`src/rtl/ram_arbiter.sv`:
```
// ram_arbiter: shares the single-port ram8x64k between two requesters.
// Each cycle it accepts at most one command, using a combinational grant.
// A requester can lock the grant for bursts of up to MAX_BURST commands.
// Read data comes back one cycle after the accept. rspN_valid steers it
// to the requester that issued the read.
// Build option: define RAM_ARB_RR_EN to resolve contention round-robin
// using the last winner. With it undefined, req0 has fixed priority.
module ram_arbiter #(
    parameter int ADDR_W    = 16,
    parameter int DATA_W    = 8,
    parameter int MAX_BURST = 4
) (
    input  logic              clk,
    input  logic              rst_n,

    input  logic              req0_valid,
    output logic              req0_ready,
    input  logic              req0_we,
    input  logic              req0_lock,
    input  logic [ADDR_W-1:0] req0_addr,
    input  logic [DATA_W-1:0] req0_wdata,
    output logic              rsp0_valid,
    output logic [DATA_W-1:0] rsp0_rdata,

    input  logic              req1_valid,
    output logic              req1_ready,
    input  logic              req1_we,
    input  logic              req1_lock,
    input  logic [ADDR_W-1:0] req1_addr,
    input  logic [DATA_W-1:0] req1_wdata,
    output logic              rsp1_valid,
    output logic [DATA_W-1:0] rsp1_rdata,

    output logic              ram_we,
    output logic [ADDR_W-1:0] ram_addr,
    output logic [DATA_W-1:0] ram_din,
    input  logic [DATA_W-1:0] ram_dout
);

    // burst_cnt has to hold every value from 0 to MAX_BURST.
    localparam int CNT_W = (MAX_BURST < 1) ? 1 : $clog2(MAX_BURST + 1);
    localparam logic [CNT_W-1:0] CNT_ZERO  = {CNT_W{1'b0}};
    localparam logic [CNT_W-1:0] CNT_ONE   = CNT_W'(1);
    localparam logic [CNT_W-1:0] BURST_MAX = CNT_W'(MAX_BURST);

    typedef enum logic [1:0] {
        ST_IDLE = 2'b00,
        ST_OWN0 = 2'b01,
        ST_OWN1 = 2'b10
    } state_t;

    state_t           state_r;
    state_t           state_nxt_s;
    logic             last_r;        // last winner: 1'b0 = req0, 1'b1 = req1
    logic             last_nxt_s;
    logic [CNT_W-1:0] burst_cnt_r;
    logic [CNT_W-1:0] burst_nxt_s;
    logic [1:0]       rd_pend_r;
    logic [1:0]       rd_pend_nxt_s;

    logic             hold0_s;
    logic             hold1_s;
    logic             grant0_s;
    logic             grant1_s;

    // Grant decision: the lock owner keeps the grant while its burst has room; otherwise arbitrate.
    always_comb begin
        hold0_s  = (state_r == ST_OWN0) && req0_valid && (burst_cnt_r < BURST_MAX);
        hold1_s  = (state_r == ST_OWN1) && req1_valid && (burst_cnt_r < BURST_MAX);
        grant0_s = 1'b0;
        grant1_s = 1'b0;
        if (!rst_n) begin
            // Nothing is accepted while reset is asserted.
            grant0_s = 1'b0;
            grant1_s = 1'b0;
        end else if (hold0_s) begin
            grant0_s = 1'b1;
        end else if (hold1_s) begin
            grant1_s = 1'b1;
        end else if (req0_valid && req1_valid) begin
`ifdef RAM_ARB_RR_EN
            // Contention goes to the requester that did not win last.
            if (last_r) begin
                grant0_s = 1'b1;
            end else begin
                grant1_s = 1'b1;
            end
`else
            // Fixed priority: req0 always wins contention.
            grant0_s = 1'b1;
`endif
        end else if (req0_valid) begin
            grant0_s = 1'b1;
        end else if (req1_valid) begin
            grant1_s = 1'b1;
        end else begin
            grant0_s = 1'b0;
            grant1_s = 1'b0;
        end
    end

    // A grant is only issued to a valid requester, so ready equals grant.
    assign req0_ready = grant0_s;
    assign req1_ready = grant1_s;

    // Drive the RAM port from the winner; park it at zero when nothing is accepted.
    always_comb begin
        ram_we   = 1'b0;
        ram_addr = {ADDR_W{1'b0}};
        ram_din  = {DATA_W{1'b0}};
        if (grant0_s) begin
            ram_we   = req0_we;
            ram_addr = req0_addr;
            ram_din  = req0_wdata;
        end else if (grant1_s) begin
            ram_we   = req1_we;
            ram_addr = req1_addr;
            ram_din  = req1_wdata;
        end else begin
            ram_we   = 1'b0;
            ram_addr = {ADDR_W{1'b0}};
            ram_din  = {DATA_W{1'b0}};
        end
    end

    // Next-state logic for ownership, burst count, RR pointer and read tracking.
    always_comb begin
        state_nxt_s   = ST_IDLE;
        burst_nxt_s   = CNT_ZERO;
        last_nxt_s    = last_r;
        rd_pend_nxt_s = 2'b00;
        case ({grant1_s, grant0_s})
            2'b01: begin
                last_nxt_s    = 1'b0;
                rd_pend_nxt_s = {1'b0, ~req0_we};
                if (req0_lock) begin
                    state_nxt_s = ST_OWN0;
                    // Keep counting only while the same burst goes on. When the count
                    // is full, re-arbitration has already happened, so a new burst starts.
                    if ((state_r == ST_OWN0) && (burst_cnt_r < BURST_MAX)) begin
                        burst_nxt_s = burst_cnt_r + CNT_ONE;
                    end else begin
                        burst_nxt_s = CNT_ONE;
                    end
                end else begin
                    state_nxt_s = ST_IDLE;
                    burst_nxt_s = CNT_ZERO;
                end
            end
            2'b10: begin
                last_nxt_s    = 1'b1;
                rd_pend_nxt_s = {~req1_we, 1'b0};
                if (req1_lock) begin
                    state_nxt_s = ST_OWN1;
                    if ((state_r == ST_OWN1) && (burst_cnt_r < BURST_MAX)) begin
                        burst_nxt_s = burst_cnt_r + CNT_ONE;
                    end else begin
                        burst_nxt_s = CNT_ONE;
                    end
                end else begin
                    state_nxt_s = ST_IDLE;
                    burst_nxt_s = CNT_ZERO;
                end
            end
            default: begin
                // No accept: any lock is lost and the burst ends.
                state_nxt_s   = ST_IDLE;
                burst_nxt_s   = CNT_ZERO;
                last_nxt_s    = last_r;
                rd_pend_nxt_s = 2'b00;
            end
        endcase
    end

    // State registers. After reset req0 is favoured, so last points at req1.
    always_ff @(posedge clk) begin
        if (!rst_n) begin
            state_r     <= ST_IDLE;
            last_r      <= 1'b1;
            burst_cnt_r <= CNT_ZERO;
            rd_pend_r   <= 2'b00;
        end else begin
            state_r     <= state_nxt_s;
            last_r      <= last_nxt_s;
            burst_cnt_r <= burst_nxt_s;
            rd_pend_r   <= rd_pend_nxt_s;
        end
    end

    // rd_pend already lines up with the RAM's registered read data.
    // Responses are also held off while reset is asserted.
    assign rsp0_valid = rd_pend_r[0] & rst_n;
    assign rsp1_valid = rd_pend_r[1] & rst_n;
    assign rsp0_rdata = ram_dout;
    assign rsp1_rdata = ram_dout;

endmodule

```
`config.mk`:
```
export PLATFORM = sky130hd
export DESIGN_NAME = ram_arbiter
export DESIGN_NICKNAME = d
export VERILOG_FILES = /design/src/rtl/ram_arbiter.sv
export SDC_FILE = /design/constraint.sdc
export NUM_CORES = 1
export LEC_CHECK = 0
export ABC_AREA = 1
export CAP_MARGIN = 30
export CORE_MARGIN = 5
export CORE_UTILIZATION = 30
export CTS_BUF_LIST = sky130_fd_sc_hd__clkbuf_2 sky130_fd_sc_hd__clkbuf_4 sky130_fd_sc_hd__clkbuf_8
export DETAILED_ROUTE_END_ITERATION = 10
export GPL_ROUTABILITY_DRIVEN = 0
export GPL_TIMING_DRIVEN = 0
export PLACE_DENSITY = 0.95
export SYNTH_ARGS = -nofsm -noshare
export SYNTH_HDL_FRONTEND = slang
export SYNTH_SLANG_ARGS = --single-unit
```
`constraint.sdc`:
```
create_clock -name clk -period 4.3 [get_ports clk]
set_input_delay 0.86 -clock clk [delete_from_list [all_inputs] [get_ports clk]]
set_output_delay 0.86 -clock clk [all_outputs]
set_load 0.01 [all_outputs]
```
==> results of run 1 <==
-- kinds of logic (layout without fill, tap and decap cells) --
family                   count (synthesis)  in the layout
AND/OR/NAND/NOR                        107            107
buffers and inverters                   36            140
flip-flops                               7              7
adder cells (fa/ha/maj)                  4              4
AO/OA/AOI/OAI                            1              1
XOR/XNOR                                 1              1
-- power by group through the flow --
stage,clock (mW),combinational [mW],sequential (mW)
final,0.0664,0.164,0.0662
after CTS,0.0698,0.166,0.0661
after global placement,0,0.163,0.0675
after floorplan,0,0.0596,0.0674
after global routing,0.0713,0.178,0.0662
after detailed placement,0,0.165,0.0675
-- final timing paths --
kind	endpoint	depth (start not counted)	slack, ns	from
max	ram_addr[0]	7	0.78	rst_n
min	burst_cnt_r[2]	2	0.55	burst_cnt_r[2]
min reg2reg	burst_cnt_r[2]	2	0.55	burst_cnt_r[2]
max reg2reg	burst_cnt_r[0]	10	2.55	state_r[0]
-- Yosys cell counts, types with 2 or more instances --
master	instances	share of area, %
nand2_1	63	26
nand3_1	25	14
buf_4	19	15
inv_1	11	4.5
nor2_1	8	3.2
dfxtp_1	7	15
nand3_2	5	5.4
ha_1	4	5.4
buf_6	3	3.6
inv_2	2	0.81
nor2_2	2	1.4
-- metal layers --
| metal | vias to the layer above | GRT usage (%) |
|---|---|---|
| met4 | 0 | 10.6 |
| met1 | 568 | 16.7 |
| met5 | - | 0 |
| met3 | 17 | 8.89 |
| li1 | 676 | - |
| met2 | 73 | 31.6 |
-- final cells by class --
cell class              instances  share of cell area, %
plain buffers                  23                   9.08
clock buffers                   4                   1.50
inverters                      13                   2.44
multi-input cells             113                   27.8
flip-flops and latches          7                   7.01
well taps                      33                   2.07
repair buffers                100                   50.1
-- flip-flops by register name, indices dropped and copies added, names as in the netlist --
register,flops
rd_pend_r,2
state_r,2
burst_cnt_r,3
-- through the flow --
stage | std cells | instance area [um2]
detailed placement | 289 | 1970
global route | 293 | 2000
floorplan | 156 | 926
finish | 293 | 2000
global placement | 289 | 1970
CTS | 293 | 2000
-- worst max-delay path: cells and delay by family --
kind | cells | cell delay (ns)
and+or+nand+nor | 4 | 0.48
buffers and inverters | 3 | 1.31
==> metrics.md, run 1 <==
| Metric | Value |
|---|---|
| Outcome | finished clean |
| WL met1 | 1.18 mm |
| Die Wd | 65.6 um |
| Synth Register Bits | 7 |
| Met3 WL | 520 um |
| Clk pwr share | 22.4% |
| Share of cells above drive strength 1 | 15.0% |
| Seq/Total Area, Yosys | 15.1% |
| Die Ht | 65.6 um |
| Grt ovf | 0 |
| Largest family of logic cells by synthesized area | simple AND/OR/NAND/NOR gates |
| Met2 wire length | 1.89 mm |
| Worst EP arrival | 2.66 ns |
| Vias in the first global route | 1438 |
| Cell area after synthesis | 926 um2 |
| Rows | 20 |
| Clock transition at the registers of the reported paths | 0.05 ns |
| Sequential cell area | 140 um2 |
| Gr usage total | 18.0% |
| Initial antenna violation count | 0 |
| Core area | 3000 um2 |
| Full die area | 4300 um2 |
| Final Hold Viols | 0 |
| Max-Cap Viols | 0 |
| Top layer in use | met4 |
| Primary FF master, synth | dfxtp_1 |
| Final ANT Viol Nets | 0 |
| Leak | 0.931 nW |
| Root buf cell | clkbuf_4 |
| Critical path startpoint category | primary input |
| Hold_buf cts | 0 |
| Switching fraction of total power | 28.1% |
| Final #Nets | 329 |
| Pre-CTS WS | 0.768 ns |
| Worst setup margin | 0.779 ns |
| Hold WC Path Type | reg2reg |
| XOR/XNOR Fraction of Synth Area | 0.946% |
| Clk_lat worst skew | 0.25 ns |
| Vias per Instance | 4.55 |
| Worst slew margin | 85.7% |
| Synthesis-to-finish area growth | 116% |
| Pin count of the biggest net entering global routing | 13 |
| Fin Hold WS | 0.554 ns |
| Max Fclk | 284 MHz |
| Setup TNS | 0 ns |
| Crit path max fanout | 12 |
| Sequential Power Share | 22.3% |
| DR vias | 1334 |
| Syn Inst Count | 156 |
| Critical Path Most Common Cell | nand2_1 |
| Worst-path cell chain | clkdlybuf4s50_1 -> nand2_1 -> nor2_4 -> buf_4 -> nand2_1 -> nand2_1 -> clkdlybuf4s50_1 |
| Synth Area in Compound Gates | 0.541% |
| Unrepaired setup endpoints after global routing | false |
| Clock Skews | 0.00259 ns |
| Internal power | 214 uW |
| Setup bufs post-CTS | 0 |
| Clock Tree Buf Depth | 2 |
| Final WL | 3.74 mm |
| Post-synth EDFFs | 0 |
| Critical path required time | 3.44 ns |
| Async SR Flop Fraction | 0% |
| Fraction of the cycle the final worst path needs | 81.9% |
| PD cells | 149 nW/um2 |
| Final core occ | 66.5% |
| Kind of critical path | in2out |
| Final Max Tran Viols | 0 |
| Crit end category | primary output |
| Mux cell area share after synthesis | 0% |
| First-pass GRT wire length | 6.08 mm |
| Slew @ Worst Pin | 0.214 ns |
| Simple-Gate Fraction of Synth Area | 53.1% |
| DRC viols | 0 |
| CP max stage cell | clkdlybuf4s50_1 |
| 1st-pass router iterations | 4 |
| Most common cell after layout, fill and taps aside | clkdlybuf4s50_1 |
| I/O Pins | 109 |
| Max IR drop VDD | 0.0740 mV |
| Hpwl dp | 3.29 mm |
| Multi-input logic area | 556 um2 |
| Most frequent cells in the layout | clkdlybuf4s50_1 (100), nand2_1 (63), nand3_1 (25) |
| Total power | 297 uW |
| Filler cells | 271 |
| Clock sinks | 7 |
| Synth Area per Inst | 5.94 um2 |
| Final setup vio count | 0 |
| Initial Utilization | 30.8% |
| Logic pwr share | 55.3% |
| Yosys warns | 0 |
| TritonCTS clock tree | built |
| DRT iter0 DRCs | 38 |
| DR WL/cell | 12.8 um |
| Post-CTS Resized | 0 |
| Adder-Cell Fraction of Synth Area | 5.41% |
| H-Tree Depth | 1 |
| Mapped Nets | 224 |
| Port bufs | 100 |
| P_sw | 83.4 uW |
| Final period demand of the worst path | 3.52 ns |
| CTS Buf Count | 3 |
| N_diodes | 0 |
| Synth cell types | 18 |
| Slowest cell delay on critical path | 0.55 ns |
No activity file was read; power rests on OpenSTA's default activity.
==> inputs of run 2 (changes only) <==
- CORE_UTILIZATION: 30 -> 28
- clock period: 4.3 -> 3.6 ns (I/O delays scaled with it)
==> metrics.md, run 2 (synthesis results as in run 1) <==
| Metric | Value |
|---|---|
| Outcome | finished clean |
| Worst path depth | 7 (unchanged) |
| CP max stage cell | clkdlybuf4s50_1 |
| Max reg flops | 3 (unchanged) |
| DRT iter0 DRCs | 33 (-13%) |
| Hpwl dp | 3.32 mm (+0.80%) |
| Root buf cell | clkbuf_4 |
| Synthesis-to-finish area growth | 117% |
| Worst slew margin | 85.6% (-0.12 points) |
| Max IR drop VDD | 0.0991 mV (+34%) |
| Setup bufs post-CTS | 0 (unchanged) |
| Final ANT Viol Nets | 0 (unchanged) |
| Worst-path cell chain | clkdlybuf4s50_1 -> nand2_1 -> nor2_4 -> buf_4 -> nand2_1 -> nand2_1 -> clkdlybuf4s50_1 |
| Unrepaired setup endpoints after global routing | false |
| Met3 usage | 8.15% (-0.74 points) |
| Vias per Instance | 4.29 (-5.9%) |
| Crit end category | primary output |
| Most common cell after layout, fill and taps aside | clkdlybuf4s50_1 |
| Final Max Tran Viols | 0 (unchanged) |
| Leak | 0.931 nW (unchanged) |
| Sequential Power Share | 22.2% (about the same) |
| Rows | 20 (unchanged) |
| PD cells | 177 nW/um2 (+19%) |
| Worst EP arrival | 2.54 ns (-0.12 ns) |
| Clock transition at the registers of the reported paths | 0.05 ns (about the same) |
| Setup TNS | 0 ns (unchanged) |
| CP Capture Point | ram_din[6] |
| RR Startpoint | burst_cnt_r[2] |
| Post-CTS Resized | 0 (unchanged) |
| Critical path startpoint category | primary input |
| Core area | 3100 um2 (+3.3%) |
| Critical path required time | 2.88 ns (-0.56 ns) |
| FF-to-FF End | burst_cnt_r[0] |
| Final Hold Viols | 0 (unchanged) |
| Initial antenna violation count | 0 (unchanged) |
| Worst hold path cell count | 2 (unchanged) |
| Final period demand of the worst path | 3.26 ns |
| Full die area | 4560 um2 (+6.0%) |
| Top flop regs | burst_cnt_r x3, rd_pend_r x2, state_r x2 |
| FF-to-FF setup slack | 1.83 ns (-0.72 ns) |
| I/O Pins | 109 (unchanged) |
| CP startpoint | rst_n |
| Clk pwr share | 22.7% (+0.3 points) |
| Final setup vio count | 0 (unchanged) |
| Clock Tree Buf Depth | 2 (unchanged) |
| Switching fraction of total power | 28.3% (+0.24 points) |
| Reg2Reg Depth | 10 (unchanged) |
| GRT met2 Usage | 31.3% (-0.26 points) |
| 1st-pass router iterations | 4 (unchanged) |
| Grt met1 use | 15.7% (-1.0 points) |
| Crit path max fanout | 12 (unchanged) |
| Max-Cap Viols | 0 (unchanged) |
| Final #Nets | 329 (unchanged) |
| Slowest cell delay on critical path | 0.58 ns (+0.03 ns) |
| Slew @ Worst Pin | 0.217 ns (+0.00238 ns) |
| First-pass GRT wire length | 5.93 mm (-2.5%) |
| Vias in the first global route | 1444 (+0.42%) |
| Post-Layout Inst Area | 2010 um2 (+0.69%) |
| N_diodes | 0 (unchanged) |
| Port bufs | 100 (unchanged) |
| H-Tree Depth | 1 (unchanged) |
| Max Fclk | 307 MHz |
| Logic pwr share | 55.2% (about the same) |
| Gr usage total | 17.2% (-0.77 points) |
| Initial Utilization | 29.8% (-0.99 points) |
| Critical Path Most Common Cell | nand2_1 |
| TritonCTS clock tree | built |
| DRC viols | 0 (unchanged) |
| Register name with the most flops | burst_cnt_r |
| Fin Hold WS | 0.554 ns (+0.000485 ns) |
| P_sw | 101 uW (+21%) |
| Hold WC Path Type | reg2reg |
| Final WL | 3.80 mm (+1.6%) |
| Worst path top cell family by delay | buffers and inverters |
| Die Wd | 67.5 um (+3.0%) |
| Clk_lat worst skew | 0.25 ns (about the same) |
| Die Ht | 67.5 um (+3.0%) |
| Clock Skews | 0.000558 ns (-0.00204 ns) |
| DR WL/cell | 12.5 um (-2.1%) |
| Clock sinks | 7 (unchanged) |
| Share of cells above drive strength 1 | 15.0% (unchanged) |
| Internal power | 255 uW (+19%) |
| Pin count of the biggest net entering global routing | 13 (unchanged) |
| Fraction of the cycle the final worst path needs | 90.6% |
| DR vias | 1303 (-2.3%) |
| Most frequent cells in the layout | clkdlybuf4s50_1 (100), nand2_1 (63), nand3_1 (25) |
| CTS Buf Count | 3 (unchanged) |
| Global route hottest layer | met2 |
| Hold_buf cts | 0 (unchanged) |
| Placed inst area | 1980 um2 (+0.70%) |
| Grt ovf | 0 (unchanged) |
| Buf+Inv Stages, Crit Path | 3 (unchanged) |
| Kind of critical path | in2out |
==> run 2: cell counts in the layout (fill, tap and decap cells not counted) <==
No cell type changed its count.
==> run 2: metal layers <==
| layer | up-vias | wire length [um] |
|---|---|---|
| li1 | 680 | - |
| met1 | 534 | 1270 |
| met2 | 77 | 1920 |
| met3 | 12 | 461 |
| met4 | 0 | 139 |
| met5 | - | 0 |
==> run 2: area by class of cell <==
| cell class | count | area [um2] |
|---|---|---|
| buffer | 23 | 181 |
| clock buffer | 4 | 30.0 |
| fill | 273 | 1090 |
| inverter | 13 | 48.8 |
| multi-input combinational | 113 | 556 |
| sequential | 7 | 140 |
| tap | 44 | 55.1 |
| timing repair buffer | 100 | 1000 |
==> run 2: power groups by stage <==
stage	Combinational (mW)	Sequential, mW	Clock (mW)
after floorplan	0.0711	0.0805	0
after global placement	0.195	0.0806	0
after detailed placement	0.198	0.0806	0
after CTS	0.199	0.0789	0.0834
after global routing	0.213	0.0790	0.0867
final	0.196	0.0790	0.0806
==> run 2: per-stage QoR <==
| step | instances | util [%] | power, mW | setup WS, ns |
|---|---|---|---|---|
| global route | 304 | 64.8 | 0.379 | 0.190 |
| finish | 304 | 64.8 | 0.356 | 0.339 |
| CTS | 304 | 64.8 | 0.361 | 0.310 |
| floorplan | 156 | - | 0.152 | 1.50 |
| global placement | 300 | 63.9 | 0.276 | 0.354 |
| detailed placement | 300 | 63.9 | 0.279 | 0.316 |
==> run 2: worst reg2reg max path: stages (launching register included) <==
cell and delay [ns]:
dfxtp_1 0.36, inv_2 0.08, nand3_2 0.08, nor2_2 0.05, nor2_4 0.19, buf_4 0.23
inv_1 0.06, ha_1 0.28, nor2_1 0.19, inv_1 0.08, a21oi_1 0.11
==> run 2: worst min-delay path by stage <==
stage	from	end	slack, ns
6_report	burst_cnt_r[2]	burst_cnt_r[2]	0.55
4_1_cts	burst_cnt_r[2]	burst_cnt_r[2]	0.57
2_1_floorplan	burst_cnt_r[2]	burst_cnt_r[2]	0.52
3_3_place_gp	burst_cnt_r[2]	burst_cnt_r[2]	0.53
5_1_grt	burst_cnt_r[2]	burst_cnt_r[2]	0.59
3_5_place_dp	burst_cnt_r[2]	burst_cnt_r[2]	0.55
==> inputs of run 3 (changes only) <==
- GPL_ROUTABILITY_DRIVEN: 0 -> 1
==> results of run 3 <==
No change in the layout: final DEF, timing and power equal those of run 2.
